<file path="config.mk">
export PLATFORM = sky130hd
export DESIGN_NAME = aer_spike_encoder
export DESIGN_NICKNAME = d
export VERILOG_FILES = /design/src/rtl/aer_spike_encoder.sv
export SDC_FILE = /design/constraint.sdc
export NUM_CORES = 1
export LEC_CHECK = 0
export ABC_AREA = 1
export BUFFER_PORTS_ARGS = -buffer_cell sky130_fd_sc_hd__buf_2
export CAP_MARGIN = 20
export CORE_MARGIN = 5
export CORE_UTILIZATION = 55
export DETAILED_ROUTE_END_ITERATION = 8
export GPL_ROUTABILITY_DRIVEN = 0
export HOLD_SLACK_MARGIN = 0.02
export PLACE_DENSITY = 0.73
export SLEW_MARGIN = 10
export SYNTH_ARGS = -nofsm -noshare
export SYNTH_HDL_FRONTEND = slang
export SYNTH_SLANG_ARGS = --single-unit
</file>
<file path="constraint.sdc">
create_clock -name clk -period 14.97 [get_ports clk]
set_input_delay 1.497 -clock clk [delete_from_list [all_inputs] [get_ports clk]]
set_output_delay 1.497 -clock clk [all_outputs]
set_load 0.01 [all_outputs]
</file>
<file path="src/rtl/aer_spike_encoder.sv">
// rtl/aer_spike_encoder.sv - spike rising edges to timestamped AER events, round-robin arbitration, event FIFO
module aer_spike_encoder #(
   parameter int N_NEURONS  = 4,
   parameter int ADDR_W     = 2,
   parameter int TS_W       = 8,
   parameter int FIFO_DEPTH = 8
) (
   input  logic                 clk,
   input  logic                 rst_n,
   input  logic                 en,
   input  logic [N_NEURONS-1:0] spike_in,
   output logic                 ev_valid,
   input  logic                 ev_ready,
   output logic [ADDR_W-1:0]    ev_addr,
   output logic [TS_W-1:0]      ev_ts,
   output logic                 overflow,
   output logic [7:0]           drop_cnt,
   output logic [TS_W-1:0]      ts_now
);
   localparam int PTR_W = $clog2(FIFO_DEPTH);
   localparam int CNT_W = PTR_W + 1;

   logic [N_NEURONS-1:0]   prev;
   logic [N_NEURONS-1:0]   pend;
   logic [N_NEURONS-1:0]   rise;
   logic [N_NEURONS-1:0]   grant_oh;
   logic [N_NEURONS-1:0]   drop_vec;
   logic [N_NEURONS-1:0]   pend_rot;
   logic [2*N_NEURONS-1:0] pend_dbl;
   logic [TS_W-1:0]        ts_lat [N_NEURONS];
   logic [ADDR_W-1:0]      rr_ptr;
   logic [ADDR_W-1:0]      rr_next;
   logic [ADDR_W-1:0]      grant_off;
   logic [ADDR_W:0]        grant_sum;
   logic [ADDR_W-1:0]      grant_idx;
   logic                   grant_vld;

   logic [ADDR_W-1:0]      fifo_addr [FIFO_DEPTH];
   logic [TS_W-1:0]        fifo_ts   [FIFO_DEPTH];
   logic [PTR_W-1:0]       wr_ptr;
   logic [PTR_W-1:0]       rd_ptr;
   logic [CNT_W-1:0]       count;
   logic                   fifo_full;
   logic                   push;
   logic                   pop;

   logic [4:0]             drop_n;
   logic [8:0]             drop_sum;
   logic [7:0]             drop_next;

   assign rise      = en ? (spike_in & ~prev) : '0;
   assign fifo_full = (count == CNT_W'(FIFO_DEPTH));
   assign ev_valid  = (count != '0);
   assign pop       = ev_valid & ev_ready;
   assign push      = grant_vld;
   assign ev_addr   = ev_valid ? fifo_addr[rd_ptr] : '0;
   assign ev_ts     = ev_valid ? fifo_ts[rd_ptr] : '0;

   // Rotate pend so bit 0 is rr_ptr; the first set bit is the round-robin winner.
   always_comb begin
      pend_dbl  = {pend, pend} >> rr_ptr;
      pend_rot  = pend_dbl[N_NEURONS-1:0];
      grant_vld = 1'b0;
      grant_off = '0;
      if (en && !fifo_full) begin
         for (int k = 0; k < N_NEURONS; k++) begin
            if (!grant_vld && pend_rot[k]) begin
               grant_vld = 1'b1;
               grant_off = ADDR_W'(k);
            end
         end
      end
      grant_sum = {1'b0, rr_ptr} + {1'b0, grant_off};
      if (grant_sum >= (ADDR_W+1)'(N_NEURONS)) begin
         grant_sum = grant_sum - (ADDR_W+1)'(N_NEURONS);
      end
      grant_idx = grant_sum[ADDR_W-1:0];
      grant_oh  = grant_vld ? ({{(N_NEURONS-1){1'b0}}, 1'b1} << grant_idx) : '0;
      rr_next   = (grant_idx == ADDR_W'(N_NEURONS-1)) ? '0 : grant_idx + 1'b1;
   end

   // A rise on a still-pending neuron is lost unless that neuron is granted this edge.
   always_comb begin
      drop_vec = rise & pend & ~grant_oh;
      drop_n   = '0;
      for (int i = 0; i < N_NEURONS; i++) begin
         drop_n = drop_n + {4'b0, drop_vec[i]};
      end
      drop_sum  = {1'b0, drop_cnt} + {4'b0, drop_n};
      drop_next = drop_sum[8] ? 8'hFF : drop_sum[7:0];
   end

   always_ff @(posedge clk) begin
      if (!rst_n) begin
         ts_now   <= '0;
         prev     <= '0;
         pend     <= '0;
         rr_ptr   <= '0;
         wr_ptr   <= '0;
         rd_ptr   <= '0;
         count    <= '0;
         overflow <= 1'b0;
         drop_cnt <= '0;
         for (int i = 0; i < N_NEURONS; i++) begin
            ts_lat[i] <= '0;
         end
      end else begin
         if (en) begin
            ts_now <= ts_now + 1'b1;
            prev   <= spike_in;
            for (int i = 0; i < N_NEURONS; i++) begin
               if (rise[i] && (!pend[i] || grant_oh[i])) begin
                  pend[i]   <= 1'b1;
                  ts_lat[i] <= ts_now;
               end else if (grant_oh[i]) begin
                  pend[i] <= 1'b0;
               end
            end
            if (grant_vld) begin
               rr_ptr <= rr_next;
            end
         end
         if (|drop_vec) begin
            overflow <= 1'b1;
            drop_cnt <= drop_next;
         end
         if (push) begin
            wr_ptr <= wr_ptr + 1'b1;
         end
         if (pop) begin
            rd_ptr <= rd_ptr + 1'b1;
         end
         case ({push, pop})
            2'b10:   count <= count + 1'b1;
            2'b01:   count <= count - 1'b1;
            default: count <= count;
         endcase
      end
   end

   always_ff @(posedge clk) begin
      if (rst_n && push) begin
         fifo_addr[wr_ptr] <= grant_idx;
         fifo_ts[wr_ptr]   <= ts_lat[grant_idx];
      end
   end
endmodule

</file>
==> results of run 1 <==
## per-stage QoR
step                utilization [%]  total power [uW]
CTS                            63.9              1390
finish                         64.2              1390
detailed placement             58.9               972
global placement               58.7               949
global route                   64.2              1480
floorplan                         -               855
## per-layer routing
layer / vias up / track usage [%]
met2: 135 / 35.4
met1: 2290 / 25.9
met4: 0 / 6.86
met3: 14 / 4.34
li1: 2452 / -
met5: - / 0
## layout by cell type (no fill, tap or decap), types with 3 or more instances in the layout
cell type,Yosys,final
nor2_1,132,132
nor3_1,9,9
edfxtp_1,112,112
o21ai_0,61,61
nand3_1,48,48
buf_6,1,3
clkinvlp_4,0,3
o22ai_1,10,10
nand2_1,110,110
nand2_2,15,15
a31oi_1,10,10
a21oi_2,6,6
buf_2,2,35
clkbuf_16,0,19
inv_2,3,3
nand4_1,9,9
clkbuf_1,22,3
a21oi_1,23,23
inv_1,49,49
ha_1,10,10
dfxtp_1,40,40
fa_1,4,4
## state kept, by name, indices dropped and copies added (netlist names), named ones only
name       cells
rr_ptr         2
fifo_addr     16
drop_cnt       8
count          4
ts_now         8
rd_ptr         3
ts_lat        32
fifo_ts       64
overflow       1
wr_ptr         3
pend           4
prev           4
## power breakdown
group	total, uW	internal [uW]	switching (uW)
sequential	564	538	26.8
clock	420	258	162
combinational	407	123	284
total	1390	919	472
## critical path, stage by stage
cell and delay, ns:
buf_2 0.17, nand2_1 0.14, nor2_2 0.15, a21boi_0 0.19, ha_1 0.68, clkinv_1 0.72, ha_1 0.44, nand2_1 0.09
nand2_1 0.10, fa_1 0.48, fa_1 0.45, inv_1 0.09, fa_1 0.18, inv_1 0.07, nor4_1 0.29, inv_1 0.10
nor3_1 0.30, inv_1 0.19, nand3_1 0.13, nand2_2 0.06, a21oi_2 0.12
## cell families (layout without fill, tap and decap cells)
group | count (synthesis) | after routing | share of synthesized area, %
xor+xnor | 2 | 2 | 0.258
simple gates | 336 | 336 | 21.6
fa+ha+maj | 14 | 14 | 3.02
flops | 152 | 152 | 61.3
buf+inv | 81 | 128 | 4.66
compound gates | 113 | 113 | 9.15
## worst min-delay path by stage
stage / to / slack, ns / depth (start not counted)
2_1_floorplan: flop / 0.43 / 2
3_3_place_gp: overflow / 0.44 / 2
3_5_place_dp: prev[1] / 0.45 / 2
4_1_cts: prev[1] / 0.46 / 2
5_1_grt: prev[1] / 0.48 / 2
6_report: prev[3] / 0.46 / 2
## Yosys cell counts
cell type and instances:
nor2_1 132, edfxtp_1 112, nand2_1 110, o21ai_0 61
inv_1 49, nand3_1 48, dfxtp_1 40, a21oi_1 23
clkbuf_1 22, nand2_2 15, a31oi_1 10, ha_1 10
o22ai_1 10, nand4_1 9, nor3_1 9, a21oi_2 6
fa_1 4, inv_2 3, buf_2 2, clkinv_1 2
nand2_4 2, nand3_2 2, nand4_2 2, nor2_2 2
or2_2 2, xnor2_1 2, a211oi_1 1, a21boi_0 1
buf_1 1, buf_6 1, inv_4 1, nand3_4 1
nor2_4 1, nor4_1 1, o41ai_1 1
## final cells by class
cell class	count	area (um^2)	share of cell area [%]
Clock buffer	24	514	6.64
Clock inverter	8	83.8	1.08
Inverter	55	209	2.70
Multi-Input combinational cell	465	2320	29.9
Sequential cell	152	4160	53.7
Tap cell	168	210	2.71
Timing Repair Buffer	41	251	3.25
==> key figures, run 1 <==
Placed design
  • Post-Place Setup Slack: slightly above 8 ns
  • I/O Buffers: 35
  • Area of placed instances: 0.00710 mm^2
  • Placed Instances: 878
  • DP Wirelength: around 9200 um

Setup path
  • Worst setup path end: drop_cnt[5]
  • Critical path endpoint category: flop
  • Cells on worst reg2reg path: 24
  • Setup crit start kind: primary input
  • CP required: 15.30 ns
  • Worst R2R Setup Slack: 9.16 ns
  • Crit path launch: en
  • RR Endpoint: drop_cnt[5]
  • WS Path Type: primary input to flop
  • Critical Path AT: 6.68 ns
  • Worst-path fanout max: 28
  • FF-to-FF Start: rr_ptr[0]

Timing
  • Fin Setup TNS: 0 ns
  • Clock skew: 0.0116 ns
  • Setup violations, final: 0
  • Worst slew pin tran: 1.01 ns
  • Final worst-path cycle share: between 40% and 50%
  • Minimum clock period after layout: 6.35 ns
  • Final setup margin: 8.62 ns
  • Slew HR: 32.3%
  • Fmax: 157 MHz
  • WHS: 0.461 ns
  • RSZ-0062 raised after global routing: no
  • Final hold vios: 0
  • Max Slew Vio Count: 0

Routing
  • Drt pass-1 iters: 5
  • Drt drc: 0
  • WL met1: 5840 um
  • Post-DR wirelength/cell: 15.1 um
  • Via count: around 4,900
  • Top sig layer: met4
  • Via density: 5.36
  • Drt initial violations: approximately 430
  • Met3 WL post-DR: 660 um
  • Post-DRT Antenna Nets: 0
  • Total Wirelength: 13,800 um
  • Met2 Wirelength: 7160 um

Cells and area
  • Post-route design area: 0.00775 mm^2
  • # fillers: 998
  • Net count, final: 754
  • Diode count: 0
  • Synthesis-to-finish area growth: 14.0%
  • Fin cells: around 910
  • Fraction of layout cells with a size suffix above 1: 14.4%

Floorplan
  • Initial core utilization: between 50% and 60%
  • Die W: around 120 um
  • # rows: 40
  • Chip height: 121 um
  • Io pins: 36
  • Core ar.: 0.0121 mm^2
  • Die ar.: 0.0147 mm^2

Clock network
  • CTS sink cnt: 152
  • Maximum buffer depth of the clock tree: 2
  • Clock transition at path regs: 0.06 ns
  • Root buf cell: clkbuf_16
  • CTS buffer count: 17
  • Clk_lat worst skew: 0.42 ns
  • Setup bufs post-CTS: 0
  • Post-CTS resize count: 0
  • CTS tree: built
  • Hold_buf cts: 0
  • H-tree levels: 4

Yosys
  • Net Count, Synth: 720
  • Yosys reg bits: 152
  • Area leader, netlist: edfxtp_1
  • Post-Syn Area per Cell: 9.74 um^2
  • Sequential-to-total area share from yosys stat: about three fifths
  • Synthesized netlist cell count: 698
  • Synth top area cells: edfxtp_1 49%, dfxtp_1 12%, nor2_1 7.3%
  • Synth cell types: 35
  • Yosys top cell area share: 49.5%
  • Yosys warning count: 0
  • Mapped Area: 0.00680 mm^2

Worst hold path
  • Min-delay src: prev[3]
  • Hold crit path type: flop to flop

Power and ir drop
  • LEAKAGE: 0.00294 uW
  • Pwr per Cell Area: between 150 and 200 mW/mm^2
  • Peak VDD IR: 0.0752 mV

GRT
  • Vias in the first global route: 4,695
  • GRT Total Usage: 20.6%
  • Initial antenna violation count: 0
  • First-pass GRT wire length: between 20,000 and 25,000 um
  • GRT overflow: 0
  • Largest net degree at the start of global routing: 42

Job
  • Max_cap viols: 0

Run status
  • Status: complete, no violations
(Power assumes the default switching activity.)
==> inputs of run 2 (changes only) <==
ABC_AREA = 0   (was 1)
PLACE_DENSITY = 0.76   (was 0.73)
clock period = 5.57 ns   (was 14.97 ns; I/O delays follow)
==> key figures, run 2 <==
Setup path
  • Setup crit start kind: flop
  • Crit-path cells: or4b_4, nand2_2, a21oi_1, ha_1, buf_4, inv_1, ha_1, a21boi_2, nand2_1, fa_1, fa_1, inv_1, fa_1, and3_1, and3_1, and3_1, o311ai_0, o41ai_1
  • Critical Path AT: 5.10 ns (-1.58 ns)
  • WS Path Type: flop to flop
  • Cells on worst reg2reg path: 18 (-25%)
  • Crit path launch: count[0]
  • CP max stage cell: or4b_4
  • Worst-path fanout max: 20 (-29%)
  • RR Endpoint: drop_cnt[3]
  • FF-to-FF Start: count[0]
  • Worst setup path end: drop_cnt[3]
  • Max incr delay on CP: 0.59 ns (-0.13 ns)
  • Critical path endpoint category: flop
  • Worst R2R Setup Slack: 0.75 ns (-8.41 ns)
  • CP required: 5.86 ns (-9.44 ns)

Power and ir drop
  • Sw power: 915 uW (+94%)
  • Combinational share of power: 22.4% (-6.9 points)
  • Internal power: 2370 uW (+160%)
  • Clock share of power: 35.0% (+4.8 points)
  • LEAKAGE: 0.00281 uW (-4.4%)
  • Power, Total: 3280 uW (+140%)
  • Seq pwr share: 42.6% (+2.0 points)
  • Switch share: 27.9% (-6.1 points)
  • Pwr per Cell Area: 425 mW/mm^2 (+140%)
  • Peak VDD IR: 0.221 mV (+190%)

Worst hold path
  • Hold crit path type: primary input to flop
  • Min-delay src: spike_in[2]

Cells and area
  • # fillers: 871 (-13%)
  • Synthesis-to-finish area growth: 14.7%
  • Fraction of layout cells with a size suffix above 1: 24.8% (+10 points)
  • Regs by FF count: fifo_ts (64), ts_lat (32), fifo_addr (16)
  • Net count, final: 541 (-28%)
  • Commonest non-fill, non-tap cell in the layout: edfxtp_1
  • Diode count: 0 (unchanged)
  • Commonest cells after routing, fill and taps aside: 112 x edfxtp_1, 49 x nor2_1, 40 x dfxtp_1
  • Biggest register: fifo_ts
  • Largest register FFs: 64 (unchanged)

Floorplan
  • Chip height: 121 um (-0.44%)
  • Io pins: 36 (unchanged)
  • # rows: 40 (unchanged)
  • Core ar.: 0.0120 mm^2 (-0.42%)
  • Die ar.: 0.0146 mm^2 (-0.88%)
  • Initial core utilization: 56.0% (-0.31 points)
  • Die W: 121 um (-0.44%)

Placed design
  • Post-Place Setup Slack: 0.729 ns (-7.40 ns)
  • I/O Buffers: 35 (unchanged)
  • DP Wirelength: 8550 um (-7.4%)

Routing
  • Post-DRT Antenna Nets: 0 (unchanged)
  • Drt drc: 0 (unchanged)
  • Post-DR wirelength/cell: 19.1 um (+26%)
  • Via count: 3,903 (-20%)
  • Drt initial violations: 289 (-33%)
  • Drt pass-1 iters: 4 (-1)
  • Total Wirelength: 13,000 um (-6.0%)
  • Via density: 5.75 (+7.3%)

Yosys
  • Post-Syn Area per Cell: 14.3 um^2 (+46%)
  • Area leader, netlist: edfxtp_1
  • Yosys reg bits: 152 (unchanged)
  • Yosys top cell area share: 50.0% (+0.48 points)
  • Yosys warning count: 0 (unchanged)
  • Mapped Area: 0.00673 mm^2 (-0.96%)
  • Most used flip-flop cell after synthesis: edfxtp_1
  • Net Count, Synth: 494 (-31%)
  • Ys async rst share: 0% (unchanged)
  • Synth cell types: 57 (+63%)
  • Synth top area cells: edfxtp_1 50%, dfxtp_1 12%, mux4_2 9.4%
  • Sequential-to-total area share from yosys stat: 61.9% (+0.59 points)
  • Top-count cell post-synth: edfxtp_1
  • Synth top cells by count: 112 x edfxtp_1, 49 x nor2_1, 40 x dfxtp_1
  • Post-synth EDFFs: 112 (unchanged)
  • Synthesized netlist cell count: 472 (-32%)

Timing
  • Worst slew pin tran: 1.07 ns (+0.0613 ns)
  • Fin Setup TNS: 0 ns (unchanged)
  • Final hold vios: 0 (unchanged)
  • RSZ-0062 raised after global routing: no
  • Final setup margin: 0.754 ns (-7.86 ns)
  • Fmax: approximately 210 MHz
  • Clock skew: 0.00718 ns (-0.00444 ns)
  • Final worst-path cycle share: approximately 86%
  • Setup violations, final: 0 (unchanged)
  • Max Slew Vio Count: 0 (unchanged)
  • Slew HR: 28.1% (-4.2 points)
  • Minimum clock period after layout: 4.82 ns

GRT
  • First-pass GRT wire length: 21,400 um (-8.7%)
  • Largest net degree at the start of global routing: 35 (-17%)
  • GRT Total Usage: 19.6% (-0.96 points)
  • Initial antenna violation count: 0 (unchanged)
  • Vias in the first global route: 4,020 (-14%)
  • GRT overflow: 0 (unchanged)

Job
  • Max_cap viols: 0 (unchanged)

Clock network
  • Root buf cell: clkbuf_16
  • Clk_lat worst skew: 0.42 ns (about the same)
  • Post-CTS resize count: 0 (unchanged)
  • Clock transition at path regs: 0.06 ns (about the same)
  • Maximum buffer depth of the clock tree: 2 (unchanged)
  • CTS tree: built
  • Hold_buf cts: 0 (unchanged)
  • CTS buffer count: 17 (unchanged)
  • CTS sink cnt: 152 (unchanged)
  • Setup bufs post-CTS: 0 (unchanged)
  • H-tree levels: 4 (unchanged)

Run status
  • Status: complete, no violations
## run 2: changes by cell type after synthesis, sizes merged, moves of 9 or more
cell    previous run  this run
a21oi             29        16
a31oi             10         0
and2               0        26
and3               0        13
clkbuf            22        13
inv               53        12
mux2i              0        18
mux4               0        28
nand2            127        23
nand3             51         6
nor2             135        50
o21ai             61        10
o22ai             10         0
xor2               0         9
## run 2: final cells by class
type	count	area, um^2	area share [%]
clock buffer	18	429	5.56
clock inverter	14	173	2.24
sequential	152	4160	53.9
multi-input combinational	284	2430	31.5
tap	147	184	2.38
timing repair buffer	50	285	3.69
inverter	14	52.6	0.680
## run 2: worst min-delay path by stage
stage | cells past startpoint | to | slack, ns
6_report | 3 | prev[2] | 0.39
3_5_place_dp | 2 | overflow | 0.44
2_1_floorplan | 2 | prev[2] | 0.45
3_3_place_gp | 2 | overflow | 0.43
4_1_cts | 3 | prev[2] | 0.36
5_1_grt | 3 | prev[2] | 0.38
## run 2: cell families (layout without fill, tap and decap cells)
logic type	count (synthesis)	in the layout	synth area share, %
AND/OR/NAND/NOR	157	157	12.2
flip-flops	152	152	61.9
AO/OA/AOI/OAI	51	51	5.87
multiplexers	47	47	12.2
buffers and inverters	36	96	2.49
XOR/XNOR	15	15	2.34
adder cells (fa/ha/maj)	14	14	3.05
## run 2: routing by layer
metal / part of all wire, % / GRT usage, % / wire [um] / vias to the layer above
met3: 4.8 / 5.89 / 626 / 6
met4: 0.79 / 6.80 / 102 / 0
met2: 51 / 32.6 / 6680 / 90
met5: 0 / 0 / 0 / -
met1: 43 / 24.6 / 5580 / 1932
li1: - / - / - / 1875
## run 2: stage by stage
| step | instances | area (um^2) | utilization, % | hold slack, ns |
|---|---|---|---|---|
| final | 679 | 7720 | 64.3 | 0.390 |
| after global routing | 679 | 7720 | 64.3 | 0.382 |
| after CTS | 677 | 7710 | 64.2 | 0.363 |
| after detailed placement | 645 | 7110 | 59.2 | 0.438 |
| after global placement | 644 | 7100 | 59.1 | 0.433 |
| after floorplan | 472 | 6730 | - | 0.452 |
## run 2: power by group through the flow
stage                     Clock, uW  Sequential [uW]  Combinational (uW)
after floorplan                   0             1390                 555
after global placement            0             1420                 715
after detailed placement          0             1420                 741
after CTS                      1170             1400                 749
after global routing           1230             1410                 814
final                          1150             1400                 734
## run 2: critical path: cells and delay by family (launching register included)
kind	cells	cell delay (ns)
AO/OA/AOI/OAI	4	0.76
adder cells (fa/ha/maj)	5	1.62
buffers and inverters	3	0.46
flip-flops	1	0.36
AND/OR/NAND/NOR	6	1.49
==> inputs of run 3 (changes only) <==
CORE_UTILIZATION = 45   (was 55)
PLACE_DENSITY = unset   (was 0.76)
==> key figures, run 3 (same netlist as run 2, synthesis figures left out) <==
Timing
  • RSZ-0062 raised after global routing: no
  • Clock skew: 0.00933 ns (+0.00215 ns)
  • Fmax: 206 MHz (-0.80%)
  • Worst slew pin tran: 1.08 ns (+0.00799 ns)
  • Fin Setup TNS: 0 ns (unchanged)
  • Setup violations, final: 0 (unchanged)
  • Final worst-path cycle share: 87.2% (+0.70 points)
  • Minimum clock period after layout: 4.86 ns (+0.0389 ns)
  • WHS: 0.395 ns (+0.00457 ns)
  • Slew HR: 27.6% (-0.41 points)
  • Final hold vios: 0 (unchanged)
  • Final setup margin: 0.715 ns (-0.0389 ns)
  • Max Slew Vio Count: 0 (unchanged)

Setup path
  • Buf+Inv Stages, Crit Path: 2 (-1)
  • Number of cells on the critical path: 17 (-1)
  • Critical path endpoint category: flop
  • Setup crit start kind: flop
  • Largest delay share family, worst path: adder cells
  • Max incr delay on CP: 0.59 ns (about the same)
  • Critical Path AT: 5.15 ns (+0.05 ns)
  • Crit-path cells: or4b_4, nand2_2, a21oi_1, ha_1, inv_1, ha_1, a21boi_2, nand2_1, fa_1, fa_1, inv_1, fa_1, and3_1, and3_1, and3_1, o311ai_0, o41ai_1
  • Cells on worst reg2reg path: 17 (-1)
  • CP required: 5.86 ns (about the same)
  • CP max stage cell: ha_1
  • WS Path Type: flop to flop
  • Worst-path fanout max: 10 (-50%)

Cells and area
  • Synthesis-to-finish area growth: 14.8% (about the same)
  • # fillers: 1,193 (+37%)
  • Largest register FFs: 64 (unchanged)
  • Biggest register: fifo_ts
  • Fraction of layout cells with a size suffix above 1: 23.8% (-1.0 points)
  • Commonest non-fill, non-tap cell in the layout: edfxtp_1
  • Diode count: 0 (unchanged)
  • Commonest cells after routing, fill and taps aside: 112 x edfxtp_1, 49 x nor2_1, 39 x dfxtp_1
  • Regs by FF count: fifo_ts (64), ts_lat (32), fifo_addr (16)
  • Fin util: 53.0% (-11 points)
  • Net count, final: 539 (-0.37%)

Placed design
  • Post-Place Setup Slack: 0.700 ns (-0.0289 ns)
  • DP Wirelength: 8830 um (+3.3%)
  • I/O Buffers: 35 (unchanged)

Clock network
  • Post-CTS resize count: 0 (unchanged)
  • Clk_lat worst skew: 0.42 ns (about the same)
  • Maximum buffer depth of the clock tree: 2 (unchanged)
  • Clock transition at path regs: 0.06 ns (about the same)
  • Root buf cell: clkbuf_16
  • CTS sink cnt: 152 (unchanged)
  • Setup bufs post-CTS: 0 (unchanged)
  • H-tree levels: 4 (unchanged)
  • CTS tree: built
  • CTS buffer count: 17 (unchanged)
  • Hold_buf cts: 0 (unchanged)

Routing
  • Post-DRT Antenna Nets: 0 (unchanged)
  • Drt pass-1 iters: 4 (unchanged)
  • Total Wirelength: 13,300 um (+2.6%)
  • Post-DR wirelength/cell: 18.7 um (-2.4%)
  • Drt drc: 0 (unchanged)
  • Drt initial violations: 216 (-25%)
  • Via count: 3,944 (+1.1%)
  • Via density: 5.52 (-3.9%)

Floorplan
  • # rows: 44 (+10%)
  • Io pins: 36 (unchanged)
  • Chip height: 132 um (+9.7%)
  • Core ar.: 0.0146 mm^2 (+21%)
  • Die ar.: 0.0175 mm^2 (+20%)
  • Initial core utilization: 46.1% (-9.9 points)
  • Die W: 132 um (+9.7%)

Worst hold path
  • Hold depth: 3 (unchanged)
  • Hold crit path type: primary input to flop

Run status
  • Status: complete, no violations

GRT
  • GRT Total Usage: 15.8% (-3.8 points)
  • Vias in the first global route: 4,155 (+3.4%)
  • Largest net degree at the start of global routing: 36 (+2.9%)
  • First-pass GRT wire length: 21,700 um (+1.7%)
  • Initial antenna violation count: 0 (unchanged)
  • GRT overflow: 0 (unchanged)

Power and ir drop
  • Peak VDD IR: 0.226 mV (+2.3%)
  • Pwr per Cell Area: 417 mW/mm^2 (-2.0%)
  • LEAKAGE: 0.00279 uW (-0.74%)

Job
  • Max_cap viols: 0 (unchanged)
==> run 3: changes by cell type in the layout (fill, tap and decap cells not counted), sizes merged <==
cell	change
inv	-1
bufinv	-1
clkinv	+3
buf	-1
clkinvlp	-2
==> run 3: layer usage <==
metal	wire [um]	part of all wire, %	up-vias	global-route usage (%)
met5	0	0	-	0
met1	5740	43	1976	19.1
li1	-	-	1875	-
met4	193	1.4	0	6.11
met2	6960	52	75	27.4
met3	446	3.3	18	3.89
==> run 3: area by class of cell <==
| cell class | instances | area [um^2] | area share (%) |
|---|---|---|---|
| Timing Repair Buffer | 48 | 273 | 3.53 |
| Tap cell | 184 | 230 | 2.98 |
| Clock buffer | 19 | 433 | 5.60 |
| Sequential cell | 152 | 4170 | 53.9 |
| Clock inverter | 13 | 129 | 1.67 |
| Inverter | 14 | 52.6 | 0.680 |
| Multi-Input combinational cell | 284 | 2440 | 31.6 |
==> run 3: metrics by stage <==
| stage | std cells | cell area, um^2 | power [uW] |
|---|---|---|---|
| 6_report | 714 | 7720 | 3220 |
| 5_1_grt | 714 | 7720 | 3380 |
| 4_1_cts | 714 | 7720 | 3260 |
| 3_5_place_dp | 682 | 7160 | 2170 |
| 3_3_place_gp | 682 | 7160 | 2140 |
| 2_1_floorplan | 472 | 6730 | 1950 |
==> run 3: path summary, 6_finish.rpt <==
check         startpoint           to  slack, ns
max             count[0]  drop_cnt[3]       0.71
min          spike_in[2]      prev[2]       0.39
max reg2reg     count[0]  drop_cnt[3]       0.71
min reg2reg     overflow     overflow       0.45
==> run 3: worst reg2reg max path, stage by stage, from the launching register on <==
cell	delay (ns)
dfxtp_1	0.36
or4b_4	0.58
nand2_2	0.13
a21oi_1	0.06
ha_1	0.59
inv_1	0.17
ha_1	0.24
a21boi_2	0.24
nand2_1	0.11
fa_1	0.52
fa_1	0.17
inv_1	0.06
fa_1	0.40
and3_1	0.23
and3_1	0.21
and3_1	0.21
o311ai_0	0.32
o41ai_1	0.12
==> run 3: power by group <==
| group | total (uW) | internal (uW) | switching, uW |
|---|---|---|---|
| logic | 689 | 320 | 369 |
| registers | 1440 | 1340 | 102 |
| clock network | 1090 | 655 | 433 |
